`src/rtl/lcd_bus_scheduler_if.sv`:
```
// lcd_bus_scheduler_if: client request/ack ports and LCD pin bundle.
// master = client/display side driving requests, slave = the scheduler.
interface lcd_bus_scheduler_if;
  logic       req0;
  logic       rs0;
  logic [7:0] data0;
  logic       ack0;
  logic       req1;
  logic       rs1;
  logic [7:0] data1;
  logic       ack1;
  logic [7:0] d;
  logic       e;
  logic       rs;
  logic       busy;
  logic       init_done;

  modport master (
    output req0, rs0, data0, req1, rs1, data1,
    input  ack0, ack1, d, e, rs, busy, init_done
  );

  modport slave (
    input  req0, rs0, data0, req1, rs1, data1,
    output ack0, ack1, d, e, rs, busy, init_done
  );
endinterface

```
`src/rtl/lcd_bus_scheduler.sv`:
```
// lcd_bus_scheduler: owns the HD44780 8-bit bus, round-robin arbitrates two
// write clients and generates E strobe timing plus per-command exec waits.
// Optional macro LCD_INIT_SEQ_EN: power-up wait and built-in init command list.
module lcd_bus_scheduler #(
  parameter int unsigned SETUP_CYC     = 4,
  parameter int unsigned EHIGH_CYC     = 24,
  parameter int unsigned HOLD_CYC      = 4,
  parameter int unsigned EXEC_CYC      = 2000,
  parameter int unsigned LONG_EXEC_CYC = 80000,
  parameter int unsigned POWERUP_CYC   = 800000
) (
  input logic               clk,
  input logic               reset,
  lcd_bus_scheduler_if.slave bus
);

  function automatic int unsigned max2(input int unsigned a, input int unsigned b);
    return (a > b) ? a : b;
  endfunction

  localparam int unsigned MAX_CYC = max2(max2(max2(SETUP_CYC, EHIGH_CYC), max2(HOLD_CYC, EXEC_CYC)),
                                         max2(LONG_EXEC_CYC, POWERUP_CYC));
  localparam int unsigned CW = $clog2(MAX_CYC) + 1;

  localparam logic [2:0] IDLE      = 3'd0;
  localparam logic [2:0] SETUP     = 3'd1;
  localparam logic [2:0] EHIGH     = 3'd2;
  localparam logic [2:0] HOLD      = 3'd3;
  localparam logic [2:0] EXEC      = 3'd4;
`ifdef LCD_INIT_SEQ_EN
  localparam logic [2:0] INIT_WAIT = 3'd5;
  localparam logic [2:0] RST_STATE = INIT_WAIT;

  // Built-in power-up command list: function set x3, display on, clear, entry mode.
  function automatic logic [7:0] init_cmd(input logic [2:0] idx);
    case (idx)
      3'd0, 3'd1, 3'd2: return 8'h38;
      3'd3:             return 8'h0C;
      3'd4:             return 8'h01;
      default:          return 8'h06;
    endcase
  endfunction

  logic [2:0] idx_q, idx_n;
`else
  localparam logic [2:0] RST_STATE = IDLE;
`endif

  logic [2:0]    state_q, state_n;
  logic [CW-1:0] cnt_q, cnt_n;
  logic [7:0]    d_q, d_n;
  logic          rs_q, rs_n;
  logic          e_q, e_n;
  logic          busy_q, busy_n;
  logic          ack0_q, ack0_n;
  logic          ack1_q, ack1_n;
  logic          init_done_q, init_done_n;
  logic          last_q, last_n;
  logic          pick1;
  logic          long_exec;
  logic [CW-1:0] exec_last;

  // Clear/home commands (0x01..0x03 with rs=0) need the long execution wait.
  assign long_exec = !rs_q && (d_q[7:2] == 6'd0) && (d_q[1:0] != 2'd0);
  assign exec_last = long_exec ? CW'(LONG_EXEC_CYC - 1) : CW'(EXEC_CYC - 1);
  // Port 1 wins when alone, or when both request and port 0 won last.
  assign pick1     = bus.req1 && (!bus.req0 || !last_q);

  // Next-state and next-output logic.
  always_comb begin
    state_n     = state_q;
    cnt_n       = cnt_q + CW'(1);
    d_n         = d_q;
    rs_n        = rs_q;
    e_n         = 1'b0;
    busy_n      = busy_q;
    ack0_n      = 1'b0;
    ack1_n      = 1'b0;
    init_done_n = init_done_q;
    last_n      = last_q;
`ifdef LCD_INIT_SEQ_EN
    idx_n       = idx_q;
`endif
    case (state_q)
      IDLE: begin
        cnt_n  = '0;
        busy_n = 1'b0;
        if (!init_done_q) begin
`ifndef LCD_INIT_SEQ_EN
          init_done_n = 1'b1;
`endif
        end else if (bus.req0 || bus.req1) begin
          state_n = SETUP;
          busy_n  = 1'b1;
          last_n  = pick1;
          ack0_n  = !pick1;
          ack1_n  = pick1;
          d_n     = pick1 ? bus.data1 : bus.data0;
          rs_n    = pick1 ? bus.rs1 : bus.rs0;
        end
      end
      SETUP: begin
        if (cnt_q == CW'(SETUP_CYC - 1)) begin
          state_n = EHIGH;
          cnt_n   = '0;
          e_n     = 1'b1;
        end
      end
      EHIGH: begin
        e_n = 1'b1;
        if (cnt_q == CW'(EHIGH_CYC - 1)) begin
          state_n = HOLD;
          cnt_n   = '0;
          e_n     = 1'b0;
        end
      end
      HOLD: begin
        if (cnt_q == CW'(HOLD_CYC - 1)) begin
          state_n = EXEC;
          cnt_n   = '0;
        end
      end
      EXEC: begin
        if (cnt_q == exec_last) begin
          cnt_n = '0;
`ifdef LCD_INIT_SEQ_EN
          if (!init_done_q && (idx_q != 3'd5)) begin
            state_n = SETUP;
            idx_n   = idx_q + 3'd1;
            d_n     = init_cmd(idx_q + 3'd1);
            rs_n    = 1'b0;
          end else begin
            state_n     = IDLE;
            busy_n      = 1'b0;
            init_done_n = 1'b1;
          end
`else
          state_n = IDLE;
          busy_n  = 1'b0;
`endif
        end
      end
`ifdef LCD_INIT_SEQ_EN
      INIT_WAIT: begin
        if (cnt_q == CW'(POWERUP_CYC - 1)) begin
          state_n = SETUP;
          cnt_n   = '0;
          busy_n  = 1'b1;
          idx_n   = 3'd0;
          d_n     = init_cmd(3'd0);
          rs_n    = 1'b0;
        end
      end
`endif
      default: begin
        state_n = IDLE;
        cnt_n   = '0;
        busy_n  = 1'b0;
      end
    endcase
  end

  // State and registered outputs; synchronous reset discards any write in flight.
  always_ff @(posedge clk) begin
    if (reset) begin
      state_q     <= RST_STATE;
      cnt_q       <= '0;
      d_q         <= 8'h00;
      rs_q        <= 1'b0;
      e_q         <= 1'b0;
      busy_q      <= 1'b0;
      ack0_q      <= 1'b0;
      ack1_q      <= 1'b0;
      init_done_q <= 1'b0;
      last_q      <= 1'b1;
`ifdef LCD_INIT_SEQ_EN
      idx_q       <= 3'd0;
`endif
    end else begin
      state_q     <= state_n;
      cnt_q       <= cnt_n;
      d_q         <= d_n;
      rs_q        <= rs_n;
      e_q         <= e_n;
      busy_q      <= busy_n;
      ack0_q      <= ack0_n;
      ack1_q      <= ack1_n;
      init_done_q <= init_done_n;
      last_q      <= last_n;
`ifdef LCD_INIT_SEQ_EN
      idx_q       <= idx_n;
`endif
    end
  end

  assign bus.d         = d_q;
  assign bus.rs        = rs_q;
  assign bus.e         = e_q;
  assign bus.busy      = busy_q;
  assign bus.ack0      = ack0_q;
  assign bus.ack1      = ack1_q;
  assign bus.init_done = init_done_q;

endmodule

```
`src/flat_wrapper.sv`:
```
// flat-port wrapper written by rule: the top's interface ports become plain ports
module lcd_bus_scheduler_flat 
#(
  parameter int unsigned SETUP_CYC     = 4,
  parameter int unsigned EHIGH_CYC     = 24,
  parameter int unsigned HOLD_CYC      = 4,
  parameter int unsigned EXEC_CYC      = 2000,
  parameter int unsigned LONG_EXEC_CYC = 80000,
  parameter int unsigned POWERUP_CYC   = 800000
)
  (clk, reset, bus_req0, bus_rs0, bus_data0, bus_req1, bus_rs1, bus_data1, bus_ack0, bus_ack1, bus_d, bus_e, bus_rs, bus_busy, bus_init_done);
  lcd_bus_scheduler_if bus_i ();
  input logic clk;
  input logic reset;
  input wire logic [$bits(bus_i.req0)-1:0] bus_req0;
  input wire logic [$bits(bus_i.rs0)-1:0] bus_rs0;
  input wire logic [$bits(bus_i.data0)-1:0] bus_data0;
  input wire logic [$bits(bus_i.req1)-1:0] bus_req1;
  input wire logic [$bits(bus_i.rs1)-1:0] bus_rs1;
  input wire logic [$bits(bus_i.data1)-1:0] bus_data1;
  output wire logic [$bits(bus_i.ack0)-1:0] bus_ack0;
  output wire logic [$bits(bus_i.ack1)-1:0] bus_ack1;
  output wire logic [$bits(bus_i.d)-1:0] bus_d;
  output wire logic [$bits(bus_i.e)-1:0] bus_e;
  output wire logic [$bits(bus_i.rs)-1:0] bus_rs;
  output wire logic [$bits(bus_i.busy)-1:0] bus_busy;
  output wire logic [$bits(bus_i.init_done)-1:0] bus_init_done;
  assign bus_i.req0 = bus_req0;
  assign bus_i.rs0 = bus_rs0;
  assign bus_i.data0 = bus_data0;
  assign bus_i.req1 = bus_req1;
  assign bus_i.rs1 = bus_rs1;
  assign bus_i.data1 = bus_data1;
  assign bus_ack0 = bus_i.ack0;
  assign bus_ack1 = bus_i.ack1;
  assign bus_d = bus_i.d;
  assign bus_e = bus_i.e;
  assign bus_rs = bus_i.rs;
  assign bus_busy = bus_i.busy;
  assign bus_init_done = bus_i.init_done;
  lcd_bus_scheduler #(.SETUP_CYC(SETUP_CYC), .EHIGH_CYC(EHIGH_CYC), .HOLD_CYC(HOLD_CYC), .EXEC_CYC(EXEC_CYC), .LONG_EXEC_CYC(LONG_EXEC_CYC), .POWERUP_CYC(POWERUP_CYC)) u_core (.clk(clk), .reset(reset), .bus(bus_i));
endmodule
```
`config.mk`:
```
export PLATFORM = sky130hd
export DESIGN_NAME = lcd_bus_scheduler_flat
export DESIGN_NICKNAME = d
export VERILOG_FILES = /design/src/rtl/lcd_bus_scheduler_if.sv /design/src/rtl/lcd_bus_scheduler.sv /design/src/flat_wrapper.sv
export SDC_FILE = /design/constraint.sdc
export NUM_CORES = 1
export LEC_CHECK = 0
export BUFFER_PORTS_ARGS = -buffer_cell sky130_fd_sc_hd__buf_2
export CAP_MARGIN = 20
export CORE_ASPECT_RATIO = 0.9
export CORE_MARGIN = 2
export CORE_UTILIZATION = 40
export DETAILED_ROUTE_END_ITERATION = 7
export GPL_ROUTABILITY_DRIVEN = 0
export HOLD_SLACK_MARGIN = 0.02
export PLACE_DENSITY_LB_ADDON = 0.3
export SLEW_MARGIN = 10
export SYNTH_ARGS = -nofsm -noshare
export SYNTH_HDL_FRONTEND = slang
export SYNTH_SLANG_ARGS = --single-unit
```
`constraint.sdc`:
```
create_clock -name clk -period 2.4 [get_ports clk]
set_input_delay 0.36 -clock clk [delete_from_list [all_inputs] [get_ports clk]]
set_output_delay 0.36 -clock clk [all_outputs]
set_load 0.01 [all_outputs]
```
==> results of run 1 <==
power groups by stage:
stage	combinational [mW]	sequential [mW]	clock, mW
floorplan	0.116	0.718	0
global placement	0.184	0.709	0
detailed placement	0.188	0.710	0
CTS	0.188	0.694	0.504
global route	0.208	0.699	0.533
finish	0.185	0.694	0.491
state kept, by name, summed over array words and instances (netlist names):
signal and count:
u_core.bus.e 1, u_core.bus.init_done 1, u_core.state_q 3, u_core.bus.rs 1, u_core.cnt_q 21, u_core.bus.d 8, u_core.last_q 1, u_core.bus.ack0 1
u_core.bus.ack1 1, u_core.bus.busy 1
final cells by class:
type | instances | area, um^2 | area share (%)
Clock buffer | 7 | 96.3 | 4.33
Clock inverter | 1 | 7.51 | 0.337
Inverter | 7 | 26.3 | 1.18
Multi-Input combinational cell | 156 | 1030 | 46.1
Sequential cell | 39 | 781 | 35.1
Tap cell | 62 | 77.6 | 3.48
Timing Repair Buffer | 40 | 213 | 9.55
Yosys cell counts (2+ instances only):
| master | number |
|---|---|
| inv_1 | 7 |
| xor2_1 | 3 |
| clkbuf_1 | 7 |
| or3_1 | 7 |
| nand3_1 | 8 |
| buf_2 | 2 |
| o21ai_0 | 8 |
| or4_1 | 5 |
| nor2b_1 | 2 |
| buf_4 | 2 |
| a211oi_1 | 25 |
| xnor2_1 | 11 |
| nand4_1 | 3 |
| dfxtp_1 | 39 |
| nor2_1 | 24 |
| nor4_1 | 4 |
| nand3_2 | 2 |
| a21oi_1 | 9 |
| nand2_1 | 8 |
| mux2i_1 | 10 |
| nor3b_1 | 2 |
| nor3_1 | 7 |
worst min-delay path: cells and delay by family:
family          cells  cell delay, ps
mux                 1             110
compound gates      1              80
buf+inv             1              90
kinds of logic after synthesis:
group	after synthesis
simple gates	80
flops	39
xor+xnor	14
buf+inv	20
compound gates	51
mux	10
fa+ha+maj	1
placed cells by master, fill, tap and decap left out, types with 2 or more instances in the layout:
cell      instances
dfxtp_1          39
buf_2            35
a211oi_1         25
nor2_1           24
xnor2_1          11
mux2i_1          10
a21oi_1           9
nand3_1           8
o21ai_0           8
nand2_1           8
inv_1             7
or3_1             7
nor3_1            7
clkbuf_8          7
or4_1             5
buf_4             5
nor4_1            4
nand4_1           3
xor2_1            3
nand3_2           2
nor2b_1           2
nor3b_1           2
final timing paths:
path,start,to,slack (ps),cells past startpoint
worst max-delay path,u_core.cnt_q[9],u_core.state_q[2],340,5
worst min register to register,u_core.cnt_q[0],u_core.cnt_q[0],490,1
worst max register to register,u_core.cnt_q[9],u_core.state_q[2],340,5
worst min-delay path,bus_data0[2],u_core.bus.d[2],400,3
layer usage:
layer  GRT usage, %  wire length [um]  up-vias
li1               -                 -      853
met1           20.2              1950      768
met5              0                 0        -
met4           5.45                66        0
met3           4.43               116        7
met2           25.8              1770       15
==> metrics, run 1 <==
status=finished clean; Slowest cell on crit path=or4_1; CP required=2640 ps; Congestion Overflow GR=0; via count of the first global-routing pass=1,592; fin crit share=85.7%; Leak Pwr=0.758 nW; post-CTS setup buffers=0; Final Max Slew Viols=0; Die X=76.8 um; Starting Density=42.3%; Final setup viols=0; largest family of logic cells by synthesized area=simple AND/OR/NAND/NOR gates; row count=23; Yosys reg bits=39; Primary FF master, synth=dfxtp_1; post_cts resized=0; clock buffer count from CTS=5; PnR Total Power=1.37 mW; nets=272; clock net sink count=39; num ports=36; Synth Area in Simple Gates=22.9%; crit path max fanout=6; crit path time final=2060 ps; HP Class=input pin to flip-flop; Syn-to-layout area delta=16.6%; RSZ-0062 raised after global routing=false; CP max stage delay=600 ps; switching power of the nets=0.353 mW; drt total wl=3900 um; Setup Crit Path Kind=flip-flop to flip-flop; port bufs=35; # fillers=449; PwrDens=615 nW/um^2; die area=5340 um^2; fmax=486 MHz; Detail Route Antenna Nets=0; ant diodes=0; Vias=1,643; largest net degree at the start of global routing=24; first-pass GRT wire length=6930 um; Avg WL per Cell=12.5 um; WP data arrival=2290 ps; Min Hold Slack=397 ps; die extent in y=69.5 um; worst skew pair latency=290 ps; Design Area, Final=2230 um^2; CP startpoint kind=flip-flop; Yosys top cell by area=dfxtp_1; Final Skew=8.39 ps; critical path's top delay family=simple AND/OR/NAND/NOR gates; Post-Synth XOR/XNOR Area=6.42%; combinational power share=13.5%; VDD IR-drop max=0.385 mV; top-area cell type share of the netlist area=40.9%; Mapped Area=1910 um^2; Placed Cells=304; dpl cell area=2120 um^2; max_slew headroom=69.2%; initial antenna violation count=0; syn nets=238; final hold violation count=0; fraction of registers with async set/reset=0%; Seq/Total Area, Yosys=40.9%; synth top area cells=dfxtp_1, a211oi_1, mux2i_1; # hold bufs at CTS=0; Synth Warn #=0; Synth cell types=42; Pre-antenna DRT Iters=4; post-layout util=49.3%; Post-Synth Adder-Cell Area=0.655%; Worst Tran Pin Value=462 ps; Clk pwr share=35.8%; GR Util All Layers=15.9%; Mean Syn Cell Area=8.88 um^2; critical path capture point type=flip-flop; CTS root buf=clkbuf_8; worst path bufs/invs=0; Switching Share=25.8%; Synth Area in Compound Gates=18.5%; Initial DRC Count=43; setup ws final=344 ps; Int Pwr=1.02 mW; Post-synth EDFFs=0; average vias per placed instance=5.27; Max H-tree Level=2; Placement Setup Slack=366 ps; clock slew at reported path FFs=80 ps; # Max-Cap Violations=0; setup TNS=0 ps; mux cell area share after synthesis=5.24%; CTS tree=built; # DRC=0; Detailed Place HPWL=2790 um; non-filler cells, final=312; Core Region=4520 um^2; Max Root-Sink Buffers=2; crit-path cells=or4_1 > nor3_1 > nand3_2 > a2111oi_0 > a21boi_2; Cells after Synth=215; fraction of power consumed by sequential logic=50.7%; layout cells sized above 1=22.8%
Note: power is estimated with default switching activity, not from simulation.
==> inputs of run 2 (changes only) <==
--- a/config.mk
+++ b/config.mk
@@ -14,6 +14,7 @@
 export GPL_ROUTABILITY_DRIVEN = 0
 export HOLD_SLACK_MARGIN = 0.02
 export PLACE_DENSITY_LB_ADDON = 0.3
+export RECOVER_POWER = 25
 export SLEW_MARGIN = 10
 export SYNTH_ARGS = -nofsm -noshare
 export SYNTH_HDL_FRONTEND = slang
==> run 2 against run 1 <==
Against the previous run: worst setup slack is essentially flat; utilization shrank 0.33 points; clock power is essentially flat; maximum frequency is essentially flat; count of clock-buffer cells in the layout is the same; power shrank 0.29%; first-iteration DRC count grew 4.7%; register-to-register slack is essentially flat; critical endpoint unchanged; die area is the same.
==> metrics, run 2 (synthesized netlist as in run 1, its figures left out) <==
fmax=486 MHz (about the same); CP startpoint kind=flip-flop; initial antenna violation count=0 (unchanged); Vias=1,645 (+0.12%); CTS root buf=clkbuf_8; Setup Crit Path Kind=flip-flop to flip-flop; fin crit share=85.7% (about the same); Clk pwr share=35.9% (about the same); Starting Density=42.3% (unchanged); VDD IR-drop max=0.385 mV (about the same); critical path capture point type=flip-flop; Multi-input gate area=1030 um^2 (unchanged); RSZ-0062 raised after global routing=false; final hold violation count=0 (unchanged); first-pass GRT wire length=6930 um (unchanged); Int Pwr=1.01 mW (-0.47%); # hold bufs at CTS=0 (unchanged); HP Class=input pin to flip-flop; worst skew pair latency=290 ps (about the same); Switching Share=25.9% (+0.14 points); setup TNS=0 ps (unchanged); crit path max fanout=6 (unchanged); Slowest cell on crit path=or4_1; clock buffer count from CTS=5 (unchanged); post_cts resized=0 (unchanged); Placement Setup Slack=366 ps (unchanged); max_slew headroom=69.2% (about the same); Placed Cells=304 (unchanged); via count of the first global-routing pass=1,592 (unchanged); Worst Tran Pin Value=462 ps (+0.422 ps); drt total wl=3920 um (+0.36%); Max Root-Sink Buffers=2 (unchanged); clock net sink count=39 (unchanged); max FFs per register=21 (unchanged); Initial DRC Count=45 (+4.7%); Design Area, Final=2210 um^2 (-0.67%); average vias per placed instance=5.27 (+0.12%); Reg with most FFs=u_core.cnt_q; most frequent cells in the layout=dfxtp_1, a211oi_1, nor2_1, buf_2, clkbuf_1; status=finished clean; fraction of power consumed by sequential logic=50.9% (+0.2 points); Leak Pwr=0.711 nW (-6.2%); CP required=2640 ps (about the same); ant diodes=0 (unchanged); post-layout util=49.0% (-0.33 points); PnR Total Power=1.37 mW (-0.29%); # fillers=453 (+0.89%); num ports=36 (unchanged); crit-path cells=or4_1 > nor3_1 > nand3_2 > a2111oi_0 > a21boi_2; # Max-Cap Violations=0 (unchanged); Final Max Slew Viols=0 (unchanged); # DRC=0 (unchanged); Max H-tree Level=2 (unchanged); switching power of the nets=0.354 mW (+0.23%); die area=5340 um^2 (unchanged); Min Hold Slack=397 ps (-0.272 ps); Pre-antenna DRT Iters=4 (unchanged); layout cells sized above 1=18.0% (-4.8 points); row count=23 (unchanged); Avg WL per Cell=12.6 um (+0.36%); Final Skew=8.39 ps (+0.000620 ps); nets=272 (unchanged); register area=781 um^2 (unchanged); PwrDens=618 nW/um^2 (+0.38%); Syn-to-layout area delta=15.9%; die extent in y=69.5 um (unchanged); combinational power share=13.2% (-0.3 points); CP max stage delay=600 ps (about the same); crit path time final=2060 ps (+0.0380 ps); GR Util All Layers=15.9% (unchanged); non-filler cells, final=312 (unchanged); clock slew at reported path FFs=80 ps (about the same); Die X=76.8 um (unchanged); commonest non-fill, non-tap cell in the layout=dfxtp_1; dpl cell area=2120 um^2 (unchanged); CTS tree=built; Final setup viols=0 (unchanged); port bufs=35 (unchanged); WP data arrival=2290 ps (about the same); post-CTS setup buffers=0 (unchanged); largest net degree at the start of global routing=24 (unchanged); Congestion Overflow GR=0 (unchanged); setup ws final=344 ps (-0.0380 ps); Detailed Place HPWL=2790 um (unchanged); Detail Route Antenna Nets=0 (unchanged); Core Region=4520 um^2 (unchanged)
run 2: changes by cell type in the layout (fill, tap and decap cells not counted), sizes merged:
cell / before / now
buf: 40 / 28
clkbuf: 7 / 19
run 2: power groups by stage:
| stage | clock network [mW] | registers (mW) | logic (mW) |
|---|---|---|---|
| 2_1_floorplan | 0 | 0.718 | 0.116 |
| 6_report | 0.491 | 0.695 | 0.181 |
| 5_1_grt | 0.533 | 0.700 | 0.203 |
| 4_1_cts | 0.504 | 0.694 | 0.188 |
| 3_5_place_dp | 0 | 0.710 | 0.188 |
| 3_3_place_gp | 0 | 0.709 | 0.184 |
run 2: worst paths after layout:
kind	cells after the start	slack (ps)	to	from
min	3	400	u_core.bus.d[2]	bus_data0[2]
max reg2reg	5	340	u_core.state_q[2]	u_core.cnt_q[9]
min reg2reg	1	490	u_core.cnt_q[0]	u_core.cnt_q[0]
max	5	340	u_core.state_q[2]	u_core.cnt_q[9]
run 2: cell type report:
type                       count  share of cell area, %
multi-input combinational    156                   46.4
sequential                    39                   35.3
timing repair buffer          40                   8.94
clock buffer                   7                   4.36
tap                           62                   3.51
inverter                       7                   1.19
clock inverter                 1                  0.339
run 2: critical path: cells and delay by family, from the launching register on:
kind,cells,cell delay (ps)
flops,1,340
simple gates,3,1020
compound gates,2,640
run 2: per-layer routing:
metal  routed length [um]  global-route usage [%]
met4                   66                    5.45
met5                    0                       0
met1                 1970                    20.2
met3                  115                    4.43
met2                 1770                    25.8
==> inputs of run 3 (changes only) <==
--- a/config.mk
+++ b/config.mk
@@ -9,7 +9,7 @@
 export CAP_MARGIN = 20
 export CORE_ASPECT_RATIO = 0.9
 export CORE_MARGIN = 2
-export CORE_UTILIZATION = 40
+export CORE_UTILIZATION = 53
 export DETAILED_ROUTE_END_ITERATION = 7
 export GPL_ROUTABILITY_DRIVEN = 0
 export HOLD_SLACK_MARGIN = 0.02
==> run 3 against run 2 <==
Against the previous run: worst setup slack lost 69 ps; first-iteration DRC count is 130% higher; utilization up 16 points; design area down 0.62%; clock skew decreased by 3.1 ps; sequential power hardly changed; maximum frequency down 3.3%; critical path depth is 1 higher; routed wire length fell by 1.9%; largest power group unchanged.
==> metrics, run 3 (synthesized netlist as in run 1, its figures left out) <==
met2 usage=36.4% (+11 points); num ports=36 (unchanged); Reg with most FFs=u_core.cnt_q; crit path time final=2130 ps (+69.4 ps); post_cts resized=0 (unchanged); commonest non-fill, non-tap cell in the layout=dfxtp_1; clock slew at reported path FFs=80 ps (about the same); Initial DRC Count=102 (+130%); ant diodes=0 (unchanged); Detailed Place HPWL=2770 um (-0.75%); largest net degree at the start of global routing=24 (unchanged); # Max-Cap Violations=0 (unchanged); via count of the first global-routing pass=1,544 (-3.0%); clock net sink count=39 (unchanged); PwrDens=647 nW/um^2 (+4.8%); Pre-antenna DRT Iters=4 (unchanged); VDD IR-drop max=0.480 mV (+25%); worst path bufs/invs=1 (+1); CTS tree=built; met1 Use GR=27.4% (+7.2 points); clock buffer count from CTS=5 (unchanged); layout cells sized above 1=18.0% (unchanged); # fillers=309 (-32%); Multi-input gate area=1030 um^2 (unchanged); die area=4100 um^2 (-23%); RSZ-0062 raised after global routing=false; Syn-to-layout area delta=15.1%; # DRC=0 (unchanged); Leak Pwr=0.719 nW (+1.1%); CTS root buf=clkbuf_8; max_slew headroom=68.1% (-1.1 points); max FFs per register=21 (unchanged); die extent in y=60.9 um (-12%); Die X=67.3 um (-12%); HP Class=input pin to flip-flop; GR Util All Layers=22.2% (+6.3 points); register area=781 um^2 (unchanged); crit-path cells=or4_1 > nor3_1 > nand3_2 > a21oi_2 > buf_4 > a211oi_1; worst skew pair latency=300 ps (about the same); Max Root-Sink Buffers=2 (unchanged); port bufs=35 (unchanged); crit path max fanout=6 (unchanged); Max H-tree Level=2 (unchanged); Final Skew=5.30 ps (-3.08 ps); CP max stage delay=600 ps (about the same); post-CTS setup buffers=0 (unchanged); Starting Density=56.1% (+14 points); Slowest cell on crit path=or4_1; Vias=1,627 (-1.1%); status=finished clean; Final setup viols=0 (unchanged); Worst Tran Pin Value=474 ps (+11.6 ps); CP startpoint kind=flip-flop; critical path's top delay family=simple AND/OR/NAND/NOR gates; Final Max Slew Viols=0 (unchanged); fmax=471 MHz (-3.3%); Avg WL per Cell=13.1 um (+4.1%); Top Usage Layer GRT=met2; critical path capture point type=flip-flop; Placed Cells=286 (-5.9%); row count=20 (-13%); most frequent cells in the layout=dfxtp_1, a211oi_1, nor2_1, buf_2, clkbuf_1; setup TNS=0 ps (unchanged); Core Region=3400 um^2 (-25%); nets=272 (unchanged); CP required=2570 ps (-70 ps); WP data arrival=2290 ps (about the same); Detail Route Antenna Nets=0 (unchanged); final hold violation count=0 (unchanged); Setup Crit Path Kind=flip-flop to flip-flop; non-filler cells, final=294 (-5.8%); initial antenna violation count=0 (unchanged); # hold bufs at CTS=0 (unchanged); average vias per placed instance=5.53 (+5.0%); fin crit share=88.5% (+2.9 points); first-pass GRT wire length=6780 um (-2.2%); Congestion Overflow GR=0 (unchanged); drt total wl=3840 um (-1.9%); met3 usage=7.79% (+3.4 points)
[run 3: cell types whose count changed in the layout (fill, tap and decap cells not counted)]
cell        delta
bufinv_16      +1
clkinv_4       +1
clkinvlp_4     -1
clkbuf_8       -2
clkinv_2       +1
[run 3: worst paths after layout]
kind / startpoint / end / slack [ps] / depth (start not counted)
max reg2reg: u_core.cnt_q[9] / u_core.cnt_q[12] / 270 / 6
max: u_core.cnt_q[9] / u_core.cnt_q[12] / 270 / 6
min: bus_rs0 / u_core.bus.rs / 390 / 3
min reg2reg: u_core.cnt_q[0] / u_core.cnt_q[0] / 500 / 1
[run 3: power breakdown]
group | internal [mW] | switching, mW | leakage, nW | total [mW]
Clock | 0.309 | 0.235 | 0.0581 | 0.545
Sequential | 0.674 | 0.0204 | 0.317 | 0.695
Combinational | 0.0803 | 0.103 | 0.344 | 0.183
[run 3: layout make-up]
| cell class | count | share of cell area [%] |
|---|---|---|
| repair buffers | 40 | 8.99 |
| clock buffers | 5 | 3.13 |
| well taps | 44 | 2.50 |
| flip-flops and latches | 39 | 35.5 |
| clock inverters | 3 | 1.99 |
| inverters | 7 | 1.20 |
| multi-input cells | 156 | 46.7 |
[run 3: worst register-to-register path: stages (launching register included)]
cell and delay (ps):
dfxtp_1 350, or4_1 600, nor3_1 260, nand3_2 170
a21oi_2 330, buf_4 210, a211oi_1 70
[run 3: stage by stage]
| stage | hold slack [ps] | cell area, um^2 | worst slack [ps] | utilization, % | power [mW] |
|---|---|---|---|---|---|
| 5_1_grt | 394 | 2200 | 159 | 64.6 | 1.48 |
| 4_1_cts | 385 | 2210 | 276 | 65.0 | 1.44 |
| 3_5_place_dp | 486 | 2100 | 306 | 61.7 | 0.899 |
| 6_report | 389 | 2200 | 275 | 64.6 | 1.42 |
| 3_3_place_gp | 467 | 2100 | 324 | 61.7 | 0.896 |
| 2_1_floorplan | 453 | 1910 | 516 | - | 0.834 |
[run 3: routing by layer]
metal	share of wire [%]	vias up
met4	1.2	0
met1	46	746
met3	4.9	4
met2	47	26
met5	0	-
li1	-	851
